[config.mk]
export PLATFORM = sky130hd
export DESIGN_NAME = tile_scheduler
export DESIGN_NICKNAME = d
export VERILOG_FILES = /design/src/rtl/tile_scheduler_pkg.sv /design/src/rtl/tile_scheduler_loop_ctr.sv /design/src/rtl/tile_scheduler.sv
export SDC_FILE = /design/constraint.sdc
export NUM_CORES = 2
export LEC_CHECK = 0
export BUFFER_PORTS_ARGS = -buffer_cell sky130_fd_sc_hd__buf_2
export CAP_MARGIN = 20
export CORE_MARGIN = 3
export CORE_UTILIZATION = 66
export CTS_BUF_LIST = sky130_fd_sc_hd__clkbuf_8
export DETAILED_ROUTE_END_ITERATION = 8
export MAX_ROUTING_LAYER = met4
export PLACE_DENSITY = 0.93
export SETUP_SLACK_MARGIN = 0.2
export SYNTH_ARGS = -nofsm -noshare
export SYNTH_HDL_FRONTEND = slang
export SYNTH_SLANG_ARGS = --single-unit
[constraint.sdc]
create_clock -name clk -period 10.1 [get_ports clk]
set_clock_uncertainty 0.1 [all_clocks]
set_input_delay 0.505 -clock clk [delete_from_list [all_inputs] [get_ports clk]]
set_output_delay 0.505 -clock clk [all_outputs]
set_load 0.01 [all_outputs]
[src/rtl/tile_scheduler_pkg.sv]
// Shared scheduler types: layer kinds, FSM states, tile command layout and the
// ceiling-divide helper used once per layer to size the loop nest.
package tile_scheduler_pkg;

  localparam int CH_W = 11;
  localparam int TS_W = 7;
  localparam int N_W  = 16;

  typedef enum logic [1:0] {
    LT_PW  = 2'd0,
    LT_DW  = 2'd1,
    LT_STD = 2'd2,
    LT_LIN = 2'd3
  } layer_type_e;

  typedef enum logic [2:0] {
    S_IDLE,
    S_ISSUE,
    S_WAIT,
    S_ADV,
    S_DONE
  } sched_state_e;

  typedef struct packed {
    logic [TS_W-1:0] k_idx;
    logic [TS_W-1:0] d_idx;
    logic [N_W-1:0]  n_base;
    logic [TS_W-1:0] cur_K;
    logic [TS_W-1:0] cur_D;
    logic [N_W-1:0]  cur_n;
    logic            first_d;
    logic            last_d;
  } tile_cmd_t;

  // One extra bit keeps num + den - 1 from wrapping for large pixel counts.
  function automatic logic [N_W-1:0] ceil_div(input logic [N_W-1:0] num,
                                              input logic [N_W-1:0] den);
    logic [N_W:0] sum;
    sum = {1'b0, num} + {1'b0, den} - {{N_W{1'b0}}, 1'b1};
    if (den == '0) begin
      return '0;
    end
    return N_W'(sum / {1'b0, den});
  endfunction

endpackage

[src/rtl/tile_scheduler_loop_ctr.sv]
// One level of the tile loop nest: index, running offset, partial-tile clamp.
// idx_o/off_o/cur_o show the values after this cycle's clear/step; wrap_o is current.
module tile_loop_ctr #(
  parameter int IW = 7,
  parameter int W  = 11,
  parameter int CW = 7
) (
  input  logic          clk,
  input  logic          rst,
  input  logic          clr_i,
  input  logic          step_i,
  input  logic [W-1:0]  total_i,
  input  logic [CW-1:0] tile_i,
  input  logic [IW-1:0] cnt_i,
  output logic [IW-1:0] idx_o,
  output logic [W-1:0]  off_o,
  output logic [CW-1:0] cur_o,
  output logic          wrap_o
);

  logic [IW-1:0] idx_q, idx_d;
  logic [W-1:0]  off_q, off_d;
  logic [W-1:0]  rem;

  assign wrap_o = (idx_q == cnt_i - IW'(1));

  always_comb begin
    idx_d = idx_q;
    off_d = off_q;
    if (clr_i) begin
      idx_d = '0;
      off_d = '0;
    end else if (step_i) begin
      if (wrap_o) begin
        idx_d = '0;
        off_d = '0;
      end else begin
        idx_d = idx_q + IW'(1);
        off_d = off_q + W'(tile_i);
      end
    end
  end

  // The last tile of a level takes whatever remains past the running offset.
  assign rem   = total_i - off_d;
  assign cur_o = (rem < W'(tile_i)) ? rem[CW-1:0] : tile_i;
  assign idx_o = idx_d;
  assign off_o = off_d;

  always_ff @(posedge clk or posedge rst) begin
    if (rst) begin
      idx_q <= '0;
      off_q <= '0;
    end else begin
      idx_q <= idx_d;
      off_q <= off_d;
    end
  end

endmodule

[src/rtl/tile_scheduler.sv]
// Walks the K / N / D tile loops of one layer, issuing one command per tile over
// valid/ready and waiting for tile_done_i before advancing; pulses layer_done_o at the end.
module tile_scheduler
  import tile_scheduler_pkg::*;
(
  input  logic            clk,
  input  logic            rst,
  input  logic            start_i,
  input  logic [1:0]      layer_type_i,
  input  logic [CH_W-1:0] in_D_i,
  input  logic [CH_W-1:0] out_K_i,
  input  logic [TS_W-1:0] tile_D_i,
  input  logic [TS_W-1:0] tile_K_i,
  input  logic [N_W-1:0]  tile_n_i,
  input  logic [TS_W-1:0] out_R_i,
  input  logic [TS_W-1:0] out_C_i,
  output logic            cmd_valid_o,
  input  logic            cmd_ready_i,
  output logic [TS_W-1:0] k_idx_o,
  output logic [TS_W-1:0] d_idx_o,
  output logic [N_W-1:0]  n_base_o,
  output logic [TS_W-1:0] cur_K_o,
  output logic [TS_W-1:0] cur_D_o,
  output logic [N_W-1:0]  cur_n_o,
  output logic            first_d_o,
  output logic            last_d_o,
  input  logic            tile_done_i,
  output logic            busy_o,
  output logic            layer_done_o
);

  sched_state_e    state_q;
  tile_cmd_t       cmd_q, cmd_d;
  logic            cmd_vld_q, busy_q, done_q;
  layer_type_e     lt_q;
  logic [CH_W-1:0] in_D_q, out_K_q;
  logic [TS_W-1:0] tile_D_q, tile_K_q, nk_q, nd_q;
  logic [N_W-1:0]  tile_n_q, p_q, nn_q;

  logic            idle, adv, dw_in, dw_sel, zero_in, all_wrap;
  logic [N_W-1:0]  p_in, nn_in;
  logic [TS_W-1:0] nk_in, nd_in, nd_sel;
  logic [CH_W-1:0] cfg_K, cfg_D;
  logic [TS_W-1:0] cfg_tK, cfg_tD;
  logic [N_W-1:0]  cfg_tn, cfg_P;

  logic [TS_W-1:0] k_idx_n, d_idx_n, k_cur_n, d_cur_n;
  logic [CH_W-1:0] k_off_n, d_off_n;
  logic [N_W-1:0]  n_idx_n, n_off_n, n_cur_n;
  logic            k_wrap, d_wrap, n_wrap;
  logic            unused_ok;

  assign idle  = (state_q == S_IDLE);
  assign adv   = (state_q == S_ADV);
  assign dw_in = (layer_type_i == LT_DW);

  // Loop sizing happens only on the start path; the issue path never divides.
  assign p_in    = N_W'(out_R_i) * N_W'(out_C_i);
  assign nk_in   = TS_W'(ceil_div(N_W'(out_K_i), N_W'(tile_K_i)));
  assign nd_in   = dw_in ? TS_W'(1) : TS_W'(ceil_div(N_W'(in_D_i), N_W'(tile_D_i)));
  assign nn_in   = ceil_div(p_in, tile_n_i);
  assign zero_in = (out_K_i == '0) || (in_D_i == '0) || (tile_K_i == '0) ||
                   (tile_D_i == '0) || (tile_n_i == '0) || (p_in == '0);

  // The first command is built straight from the inputs in the start cycle.
  assign cfg_K  = idle ? out_K_i  : out_K_q;
  assign cfg_D  = idle ? in_D_i   : in_D_q;
  assign cfg_tK = idle ? tile_K_i : tile_K_q;
  assign cfg_tD = idle ? tile_D_i : tile_D_q;
  assign cfg_tn = idle ? tile_n_i : tile_n_q;
  assign cfg_P  = idle ? p_in     : p_q;
  assign nd_sel = idle ? nd_in    : nd_q;
  assign dw_sel = idle ? dw_in    : (lt_q == LT_DW);

  tile_loop_ctr #(.IW(TS_W), .W(CH_W), .CW(TS_W)) u_k_loop (
    .clk(clk), .rst(rst), .clr_i(idle && start_i), .step_i(adv && d_wrap && n_wrap),
    .total_i(cfg_K), .tile_i(cfg_tK), .cnt_i(nk_q),
    .idx_o(k_idx_n), .off_o(k_off_n), .cur_o(k_cur_n), .wrap_o(k_wrap)
  );

  tile_loop_ctr #(.IW(N_W), .W(N_W), .CW(N_W)) u_n_loop (
    .clk(clk), .rst(rst), .clr_i(idle && start_i), .step_i(adv && d_wrap),
    .total_i(cfg_P), .tile_i(cfg_tn), .cnt_i(nn_q),
    .idx_o(n_idx_n), .off_o(n_off_n), .cur_o(n_cur_n), .wrap_o(n_wrap)
  );

  tile_loop_ctr #(.IW(TS_W), .W(CH_W), .CW(TS_W)) u_d_loop (
    .clk(clk), .rst(rst), .clr_i(idle && start_i), .step_i(adv),
    .total_i(cfg_D), .tile_i(cfg_tD), .cnt_i(nd_q),
    .idx_o(d_idx_n), .off_o(d_off_n), .cur_o(d_cur_n), .wrap_o(d_wrap)
  );

  assign all_wrap  = k_wrap && n_wrap && d_wrap;
  assign unused_ok = ^{k_off_n, d_off_n, n_idx_n};

  always_comb begin
    cmd_d         = '0;
    cmd_d.k_idx   = k_idx_n;
    cmd_d.d_idx   = dw_sel ? k_idx_n : d_idx_n;
    cmd_d.n_base  = n_off_n;
    cmd_d.cur_K   = k_cur_n;
    cmd_d.cur_D   = dw_sel ? k_cur_n : d_cur_n;
    cmd_d.cur_n   = n_cur_n;
    cmd_d.first_d = dw_sel || (d_idx_n == '0);
    cmd_d.last_d  = dw_sel || (d_idx_n == nd_sel - TS_W'(1));
  end

  always_ff @(posedge clk or posedge rst) begin
    if (rst) begin
      state_q   <= S_IDLE;
      cmd_q     <= '0;
      cmd_vld_q <= 1'b0;
      busy_q    <= 1'b0;
      done_q    <= 1'b0;
      lt_q      <= LT_PW;
      in_D_q    <= '0;
      out_K_q   <= '0;
      tile_D_q  <= '0;
      tile_K_q  <= '0;
      tile_n_q  <= '0;
      p_q       <= '0;
      nk_q      <= '0;
      nd_q      <= '0;
      nn_q      <= '0;
    end else begin
      done_q <= 1'b0;
      case (state_q)
        S_IDLE: begin
          if (start_i) begin
            lt_q     <= layer_type_e'(layer_type_i);
            in_D_q   <= in_D_i;
            out_K_q  <= out_K_i;
            tile_D_q <= tile_D_i;
            tile_K_q <= tile_K_i;
            tile_n_q <= tile_n_i;
            p_q      <= p_in;
            nk_q     <= nk_in;
            nd_q     <= nd_in;
            nn_q     <= nn_in;
            busy_q   <= 1'b1;
            if (zero_in) begin
              state_q <= S_DONE;
              done_q  <= 1'b1;
            end else begin
              state_q   <= S_ISSUE;
              cmd_vld_q <= 1'b1;
              cmd_q     <= cmd_d;
            end
          end
        end
        S_ISSUE: begin
          if (cmd_ready_i) begin
            cmd_vld_q <= 1'b0;
            state_q   <= S_WAIT;
          end
        end
        S_WAIT: begin
          if (tile_done_i) begin
            state_q <= S_ADV;
          end
        end
        S_ADV: begin
          if (all_wrap) begin
            state_q <= S_DONE;
            done_q  <= 1'b1;
          end else begin
            state_q   <= S_ISSUE;
            cmd_vld_q <= 1'b1;
            cmd_q     <= cmd_d;
          end
        end
        S_DONE: begin
          busy_q  <= 1'b0;
          state_q <= S_IDLE;
        end
        default: state_q <= S_IDLE;
      endcase
    end
  end

  assign cmd_valid_o  = cmd_vld_q;
  assign k_idx_o      = cmd_q.k_idx;
  assign d_idx_o      = cmd_q.d_idx;
  assign n_base_o     = cmd_q.n_base;
  assign cur_K_o      = cmd_q.cur_K;
  assign cur_D_o      = cmd_q.cur_D;
  assign cur_n_o      = cmd_q.cur_n;
  assign first_d_o    = cmd_q.first_d;
  assign last_d_o     = cmd_q.last_d;
  assign busy_o       = busy_q;
  assign layer_done_o = done_q;

endmodule

==> key figures, run 1 <==
Yosys
  • Synth Warn #: 0
  • Syn_nets: 5365
  • Mean Syn Cell Area: 7.85 um^2
  • EDFF count, synth: 0
  • Cell count after synthesis: 4706
  • #FFs+latches synth: 234
  • Most common flop cell mapped by yosys: dfrtp_1
  • Register area share after synthesis: 0.158
  • Post-Synthesis Cell Area: 36900 um^2
  • Async SR Flop Fraction: 1.00
  • Post-synth cell types: 131

Clock network
  • Clock sinks: 234
  • CTS Hold Bufs: 0
  • Root Buffer: clkbuf_8
  • H-tree depth: 2
  • Post-CTS Repair Setup Buffers: 432
  • CTS buffer count: 41
  • Post-cts resize count: 518
  • Longest Clk Path Bufs: 3

Die
  • # rows: 86
  • Die height: 243 um
  • Initial core utilization: 0.669
  • # IOs: 138
  • Die X: 243 um

Placed design
  • I/O Buffers: 137
  • GPL Wtd Cong: 1.07
  • Placed Area: 49100 um^2
  • Detailed Place HPWL: 138 mm

Status
  • Status: stopped before the end
  • Failed at: clock tree synthesis (4_1_cts)
  • Run Error: [ERROR DPL-0038] Utilization greater than 100%, impossible to legalize
per-stage QoR:
step / hold WS [ns] / setup slack [ns] / instances / util
global placement: 0.353 / -27.82 / 6789 / 0.889
detailed placement: 0.369 / -32.23 / 6789 / 0.889
floorplan: 0.338 / -29.60 / 4706 / -
cells in the mapped netlist, drive strengths merged, types with 50 or more instances:
library cell  number  area share
a21o             141       0.029
a21oi            261       0.036
and2              57      0.0097
clkbuf            87      0.0089
dfrtp            234        0.16
ha               553        0.19
inv              288       0.029
mux2             142       0.044
mux2i             71       0.020
nand2            482       0.049
nand2b            56      0.0095
nand3             87       0.013
nand4             59       0.010
nor2             350       0.036
nor2b             69       0.012
nor3             228       0.032
o211ai            50       0.011
o21a             202       0.041
o21ai            413       0.056
o31ai             50       0.011
xnor2            161       0.038
xor2             118       0.028
logic make-up after synthesis:
kind of cell               Yosys count  synth area share
AOI/OAI and AO/OA                 1401             0.253
xor gates and xnor gates           279            0.0661
adders and majority gates          587             0.205
buffers and inverters              399            0.0415
DFF                                234             0.158
muxes                              213            0.0640
and+or+nand+nor                   1593             0.211
==> run 2, diff against run 1 <==
- CORE_UTILIZATION: 66 -> 40
- CTS_BUF_LIST: sky130_fd_sc_hd__clkbuf_8 -> not set
- MAX_ROUTING_LAYER: met4 -> not set
- PLACE_DENSITY: 0.93 -> not set
- PLACE_DENSITY_LB_ADDON: not set -> 0.15
- SETUP_SLACK_MARGIN: 0.2 -> not set
==> run 2 against run 1 <==
The flow now finishes, with violations (negative hold slack, negative setup slack). Synthesized cell count unchanged. Synthesized area unchanged.
==> key figures, run 2 <==
STA
  • Final setup viols: 28
  • RSZ-0062 raised after global routing: yes
  • Fin. Hold Viols: 17
  • Tightest Pin Transition: 1.07 ns
  • Worst Slack Setup Final: -29.37 ns
  • Max_slew headroom: 0.284
  • Count of final max-slew check failures: 0
  • Fin crit period: 39.47 ns
  • Max Clk Rate: 0.0253 GHz
  • Min Hold Slack: -0.0325 ns
  • Tcrit/Tclk final: 3.91

Drt
  • Final ANT Viol Nets: 0
  • DRC errors left: 0
  • Detailed Routing Iterations Pass 1: 5
  • Vias: 42523
  • Vias per cell: 5.38
  • Detailed Route Iter0 Violations: 2456
  • Routed length per instance: 17.3 um
  • WL final: 137 mm

Die
  • Die X: 310 um (+28%)
  • Die height: 310 um (+28%)
  • Core box area: 90800 um^2
  • Die area: 96000 um^2
  • # rows: 110 (+28%)
  • Initial core utilization: 0.407 (-0.263)
  • # IOs: 138 (unchanged)

Critical path
  • Crit-path max FO: 7
  • CP endpoint kind: flip-flop
  • Worst R2R End: cur_n_o[0]
  • Most used cell, CP: o21a_1
  • RR Startpoint: nn_q[7]
  • Startpoint class of the critical path: input pin
  • Top Family by Delay on Critical Path: compound AO/OA/AOI/OAI gates
  • CP max-delay cell: fa_1
  • WP data arrival: 39.76 ns
  • Reg-to-reg setup timing slack: 1.57 ns
  • R2r worst-path depth: 38
  • Crit Path Class: in -> reg
  • CP Depth: 235
  • Critical path origin: out_C_i[2]
  • Largest stage delay on the critical path: 0.55 ns
  • CP required: 10.39 ns
  • Last element of the critical path: nn_q[0]
  • CP bufs+invs: 13

Flow run
  • Max Cap Viol: 0

GRT
  • Initial antenna violation count: 3
  • Vias in the first global route: 41435
  • GRT Util Overall: 0.270
  • Global route total overflow: 0
  • First-pass GRT wire length: 213 mm
  • Pin count of the biggest net entering global routing: 141

Yosys
  • Most common flop cell mapped by yosys: dfrtp_1
  • Top cells by instance count after synthesis: ha_1, nand2_1, o21ai_0
  • Cell count after synthesis: 4706 (unchanged)
  • Post-Synth XOR/XNOR Area: 0.0661 (unchanged)
  • Register area share after synthesis: 0.158 (unchanged)
  • Post-synth top area share: 0.187 (unchanged)
  • Syn_nets: 5365 (unchanged)
  • Compound-cell area share of the yosys netlist: 0.253 (unchanged)
  • Yosys top cell by area: ha_1
  • EDFF count, synth: 0 (unchanged)
  • Post-synthesis adder-cell area fraction: 0.205 (unchanged)
  • Mean Syn Cell Area: 7.85 um^2 (unchanged)
  • Simple-Gate Fraction of Synth Area: 0.211 (unchanged)
  • Top post-synthesis cells by area: ha_1, dfrtp_1, o21ai_0
  • Largest family of logic cells by synthesized area: compound AO/OA/AOI/OAI gates
  • Post-synth cell types: 131 (unchanged)
  • #FFs+latches synth: 234 (unchanged)
  • Post-Synthesis Cell Area: 36900 um^2 (unchanged)
  • Post-synthesis mux area share: 0.0640 (unchanged)
  • Synth Warn #: 0 (unchanged)
  • Most frequent cell after synthesis: ha_1
  • Async SR Flop Fraction: 1.00 (unchanged)

Final layout
  • Most common cell after layout, fill and taps aside: buf_4
  • Most frequent cells in the layout: buf_4, ha_1, nand2_1, o21ai_0, nor2_1
  • Proportion of layout cells with a drive suffix above 1: 0.420
  • Layout Cells excl Fill: 7900
  • Fill count: 7713
  • Post-layout util: 0.634
  • Layout area overhead: 55.9%
  • Layout net count: 7364

Status
  • Failing checks: negative hold slack, negative setup slack
  • Status: finished, violations left

Clock network
  • Clock transition at path regs: 0.06 ns
  • CTS buffer count: 26 (-37%)
  • TritonCTS clock tree: built
  • Longest Clk Path Bufs: 3 (unchanged)
  • H-tree depth: 1 (-1)
  • Clock Latency Late Sink: 0.57 ns
  • Root Buffer: clkbuf_16
  • Clock sinks: 234 (unchanged)

Placed design
  • Pre-CTS setup slack: -29.32 ns (+2.91 ns)
  • Detailed Place HPWL: 101 mm (-27%)
  • I/O Buffers: 137 (unchanged)
  • Placed Cells: 7318 (+7.8%)
  • GPL Wtd Cong: 0.907 (-15%)

Min path
  • Worst Hold Class: in -> async
run 2: area by class of cell:
class                      instances  area, um^2  area share
antenna                            1        2.50   0.0000434
clock inverter                     8         105     0.00182
multi-input combinational       4074       32600       0.566
clock buffer                      38         766      0.0133
inverter                         288        1120      0.0195
sequential                       234        5860       0.102
timing repair buffer            2081       15700       0.272
tap                             1176        1470      0.0255
run 2: routing by layer:
layer,wire [um],up-vias,global-route usage
li1,-,21198,-
met1,64000,20171,0.373
met2,62800,918,0.453
met3,6570,234,0.0314
met4,3480,2,0.0591
met5,12,-,0
run 2: worst min path at each step:
stage,from,to,cells past startpoint
2_1_floorplan,lt_q[0],lt_q[0],2
3_3_place_gp,lt_q[1],lt_q[1],2
3_5_place_dp,lt_q[0],lt_q[0],2
4_1_cts,rst,u_d_loop.off_q[0],2
5_1_grt,rst,nd_q[5],2
6_report,rst,d_idx_o[4],2
run 2: per-stage QoR:
step	cell area, um^2	TNS (ns)
global placement	50400	-419.40
floorplan	38300	-417.56
CTS	55300	-387.01
global route	57600	-437.01
detailed placement	50400	-428.14
finish	57600	-403.74
run 2: repair_timing:
action / in CTS / in global routing
hold buffers: 0 / 0
setup endpoints to repair: 28 / 29
cloned: 2 / 0
gates resized for setup: 250 / 239
pin swaps: 266 / 269
buffers inserted: 401 / 145
run 2: kinds of logic (layout without fill, tap and decap cells):
logic type	count (synthesis)	after routing
muxes	213	213
other	0	1
buffers and inverters	399	2415
xor gates and xnor gates	279	279
AOI/OAI and AO/OA	1401	1402
adders and majority gates	587	587
and+or+nand+nor	1593	1593
DFF	234	234
Power of run 2 is left out: the tool's default activity adds up to more than one toggle a clock period on the data nets, which glitch-free logic cannot reach.
